<file path="src/rtl/ov7670_frame_writer.sv">
// OV7670 capture stage: pairs camera bytes into RGB565 pixels and writes them
// into the 320x240 frame buffer at y*H_RES + x, pulsing frame_done per frame.
module ov7670_frame_writer #(
  parameter int H_RES = 320,
  parameter int V_RES = 240
) (
  input  logic        pclk,
  input  logic        reset,
  input  logic        vsync,
  input  logic        href,
  input  logic [7:0]  cam_data,
  output logic        we,
  output logic [16:0] wAddr,
  output logic [15:0] wData,
  output logic        frame_done
);

  typedef enum logic [1:0] {
    SYNC_WAIT,
    VBLANK,
    ACTIVE
  } state_t;

  localparam logic [8:0] H_MAX = 9'(H_RES);
  localparam logic [7:0] V_MAX = 8'(V_RES);

  state_t      r_state;
  logic [8:0]  r_hCnt;
  logic [7:0]  r_vCnt;
  logic        r_ph;
  logic [7:0]  r_hi;
  logic        r_hrefD;
  logic        r_we;
  logic [16:0] r_wAddr;
  logic [15:0] r_wData;
  logic        r_frameDone;
  logic [16:0] w_addr;

  assign w_addr     = 17'(r_vCnt) * 17'(H_RES) + 17'(r_hCnt);
  assign we         = r_we;
  assign wAddr      = r_wAddr;
  assign wData      = r_wData;
  assign frame_done = r_frameDone;

  // vsync has priority over line end and pixel completion, so a frame cut
  // short mid-pixel never emits that pixel.
  always_ff @(posedge pclk) begin
    if (reset) begin
      r_state     <= SYNC_WAIT;
      r_hCnt      <= '0;
      r_vCnt      <= '0;
      r_ph        <= 1'b0;
      r_hi        <= '0;
      r_hrefD     <= 1'b0;
      r_we        <= 1'b0;
      r_wAddr     <= '0;
      r_wData     <= '0;
      r_frameDone <= 1'b0;
    end else begin
      r_we        <= 1'b0;
      r_frameDone <= 1'b0;
      case (r_state)
        SYNC_WAIT: begin
          r_hrefD <= 1'b0;
          if (vsync) r_state <= VBLANK;
        end
        VBLANK: begin
          r_hrefD <= 1'b0;
          if (!vsync) begin
            r_state <= ACTIVE;
            r_hCnt  <= '0;
            r_vCnt  <= '0;
            r_ph    <= 1'b0;
          end
        end
        ACTIVE: begin
          r_hrefD <= href;
          if (vsync) begin
            r_state     <= VBLANK;
            r_frameDone <= 1'b1;
          end else if (r_hrefD && !href) begin
            r_hCnt <= '0;
            r_ph   <= 1'b0;
            if (r_vCnt < V_MAX) r_vCnt <= r_vCnt + 8'd1;
          end else if (href) begin
            r_ph <= ~r_ph;
            if (!r_ph) begin
              r_hi <= cam_data;
            end else if (r_hCnt < H_MAX) begin
              r_hCnt <= r_hCnt + 9'd1;
              if (r_vCnt < V_MAX) begin
                r_we    <= 1'b1;
                r_wAddr <= w_addr;
                r_wData <= {r_hi, cam_data};
              end
            end
          end
        end
        default: r_state <= SYNC_WAIT;
      endcase
    end
  end

endmodule
</file>
<file path="config.mk">
export PLATFORM = sky130hd
export DESIGN_NAME = ov7670_frame_writer
export DESIGN_NICKNAME = d
export VERILOG_FILES = /design/src/rtl/ov7670_frame_writer.sv
export SDC_FILE = /design/constraint.sdc
export NUM_CORES = 1
export LEC_CHECK = 0
export ABC_AREA = 0
export CORE_ASPECT_RATIO = 0.6
export CORE_MARGIN = 10
export CORE_UTILIZATION = 58
export DETAILED_ROUTE_END_ITERATION = 16
export PLACE_DENSITY = 0.94
export SYNTH_ARGS = -nofsm -noshare
export SYNTH_HDL_FRONTEND = slang
export SYNTH_SLANG_ARGS = --single-unit
</file>
<file path="constraint.sdc">
create_clock -name pclk -period 4 [get_ports pclk]
set_clock_uncertainty 0.1 [all_clocks]
set_input_delay 0.6 -clock pclk [delete_from_list [all_inputs] [get_ports pclk]]
set_output_delay 0.6 -clock pclk [all_outputs]
set_load 0.005 [all_outputs]
</file>
==> summary.md <==
| Metric | Value |
|---|---|
| Final Max Slew Viols | 0 |
| Avg Cell Area, Syn | 8.71 sq um |
| Yosys warnings | 0 |
| Maxcap violations | 0 |
| Antenna Violating Nets Remaining | 0 |
| Synth area leaders | dfxtp_1 41%, nand2_1 6.9%, ha_1 6.7%, a21oi_1 5.5%, nor2_1 4.8% |
| Resize count post-CTS | 0 |
| Multi-input gate area | 1770 sq um |
| PwrDens | 308 nW/um^2 |
| Largest net degree at the start of global routing | 35 |
| Total I/O pin count | 47 |
| DRC viols | 0 |
| Die ar. | 8900 sq um |
| Startpoint types | flop |
| Distinct cell type count of the synthesized netlist | 55 |
| Crit path max fanout | 6 |
| Number of flops mapped to enable cells by yosys | 0 |
| Status | finished clean |
| Pleak | 1.37 nW |
| Setup-failing EPs final | 0 |
| Port Buffers | 46 |
| Initial antenna violation count | 0 |
| Total GRT Usage | 18.2% |
| Fin area | 3800 sq um |
| Deepest clock path buffer count | 2 |
| Routed wire length per instance | 16.4 microns |
| Main synth FF type | dfxtp_1 |
| Post-synthesis sequential area ratio | 40.5% |
| Vias per inst | 5.79 |
| Share of layout cells above drive strength 1 | 7.54% |
| Critical setup path kind | flop to flop |
| Syn Inst Count | 363 |
| Initial Utilization | 61.3% |
| FP Rows | 20 |
| Final period utilization | 76.3% |
| Clock sink count | 64 |
| Final period demand of the worst path | 3.05 ns |
| CP required | 4.15 ns |
| DIE WIDTH | 115 microns |
| Final Hold Fails | 0 |
| Post-Syn Area | 3160 sq um |
| H-Tree Depth | 3 |
| Class of the worst hold path | flop to flop |
| Seq cells post-synth | 64 |
| Layout area overhead | 20.2% |
| Slew at the pin with the worst max-slew slack | 0.724 ns |
| CTS clk-pin slew, worst paths | 0.07 ns |
| Unrepaired setup endpoints after global routing | false |
| Global route overflow | 0 |
| Syn Nets | 394 |
| Final Wtd Congestion | 0.908 |
| Root Driver | clkbuf_8 |
| CTS Hold Bufs | 0 |
| Arrival @ worst endpoint | 3.21 ns |
| Setup Fix Bufs, Post-CTS | 0 |
| Fill cells | 358 |
| 1st-iter DRT viols | 330 |
| Flip-flop and latch area | 1280 sq um |
| Sum Neg Setup Slack | 0 ns |
| Most common cell after layout, fill and taps aside | dfxtp_1 |
| First-pass GRT wire length | 13,300 microns |
| CTS buffer count | 9 |
| Die height | 77.2 microns |
| Area share of the largest cell type after synthesis | 40.5% |
| ANT cells | 0 |
| Peak Freq | 328 MHz |
| Drt pass-1 iters | 4 |
| Net count, final | 437 |
| Largest area contributor in the synthesized netlist | dfxtp_1 |
| Core region area | 5150 sq um |
| Routed WL | 7800 microns |
| Detailed Place HPWL | 5560 microns |
| VDD IR-drop max | 0.000236 V |
| Most frequent cells in the layout | 64 x dfxtp_1, 58 x nand2_1, 45 x clkdlybuf4s50_1 |
| Vias post-DR | 2,761 |
| CTS tree | yes |
| Vias in the first global route | 2,718 |
| Asr flop ratio synth | 0% |
| Slew margin rel. | 51.5% |
| CP endpoint kind | flop |
| Clock Latency Late Sink | 0.34 ns |
| Hold_ws | 0.351 ns |
| Placed cell areas | 3630 sq um |
cell type report:
| class | count | share of cell area, % |
|---|---|---|
| flip-flops and latches | 64 | 33.7 |
| clock buffers | 13 | 3.92 |
| repair buffers | 49 | 12.6 |
| multi-input cells | 277 | 46.6 |
| well taps | 66 | 2.17 |
| clock inverters | 3 | 0.461 |
| inverters | 5 | 0.494 |
power by group:
part           total, mW  leakage (nW)  internal (mW)  switching [mW]
Combinational     0.0445         0.766         0.0171          0.0275
Sequential         0.642         0.516          0.639         0.00307
Clock              0.482        0.0834          0.240           0.242
metal layers:
layer / global-route usage [%] / wire [microns] / up-vias
li1: - / - / 1349
met1: 22.6 / 3490 / 1294
met2: 27.2 / 3530 / 101
met3: 8.62 / 656 / 17
met4: 4.93 / 125 / 0
met5: 0 / 0 / -
flip-flops by register name, indices dropped and copies added, names as in the netlist:
signal,count
r_hCnt,9
r_state,2
r_ph,1
we,1
r_vCnt,8
wData,16
frame_done,1
r_hrefD,1
r_hi,8
wAddr,17
kinds of logic (layout without fill, tap and decap cells):
kind of cell | after synthesis | after routing | share of synthesized area [%]
AO/OA/AOI/OAI | 77 | 77 | 15.9
XOR/XNOR | 19 | 19 | 5.74
adder cells (fa/ha/maj) | 19 | 19 | 8.00
buffers and inverters | 22 | 70 | 3.44
flip-flops | 64 | 64 | 40.5
multiplexers | 10 | 10 | 3.17
AND/OR/NAND/NOR | 152 | 152 | 23.2
critical path, cell delays in order (launching register included):
cell and delay [ns]:
dfxtp_1 0.48, ha_1 0.29, ha_1 0.24, fa_1 0.46, a211oi_1 0.35, nor2_1 0.14, o311ai_1 0.45, nand3_1 0.18
a311oi_2 0.28
synth_stat cells (2+ instances only):
library cell  number
a211oi_1           9
a21o_1             3
a21oi_1           35
a311oi_1           2
a31oi_1            2
and2_1             5
and3_1             4
and4_1             2
buf_2              6
buf_6              2
clkbuf_1           7
dfxtp_1           64
fa_1               2
ha_1              17
inv_1              5
mux2i_1           10
nand2_1           58
nand2b_1           4
nand3_1            8
nand4_1            6
nor2_1            40
nor2b_1            6
nor3_1             3
nor3b_1            4
nor3b_2            2
nor4_1             3
o21ai_0            8
o21ai_1            2
o21bai_1           2
or2_1              2
xnor2_1           10
xor2_1             7
final timing paths:
check	from	end	slack, ns	cells past startpoint
setup reg to reg	r_vCnt[1]	wAddr[16]	0.95	8
hold reg to reg	r_hi[4]	wData[12]	0.35	2
hold / removal	r_hi[4]	wData[12]	0.35	2
setup / recovery	r_vCnt[1]	wAddr[16]	0.95	8
through the flow:
stage / util (%) / power [mW] / instances / setup WS [ns]
floorplan: - / 0.680 / 363 / 1.42
global placement: 70.4 / 0.698 / 461 / 1.16
detailed placement: 70.4 / 0.698 / 461 / 1.08
CTS: 73.7 / 1.17 / 477 / 1.04
global route: 73.7 / 1.21 / 477 / 0.844
finish: 73.7 / 1.17 / 477 / 0.948
Note: power is estimated with default switching activity, not from simulation.
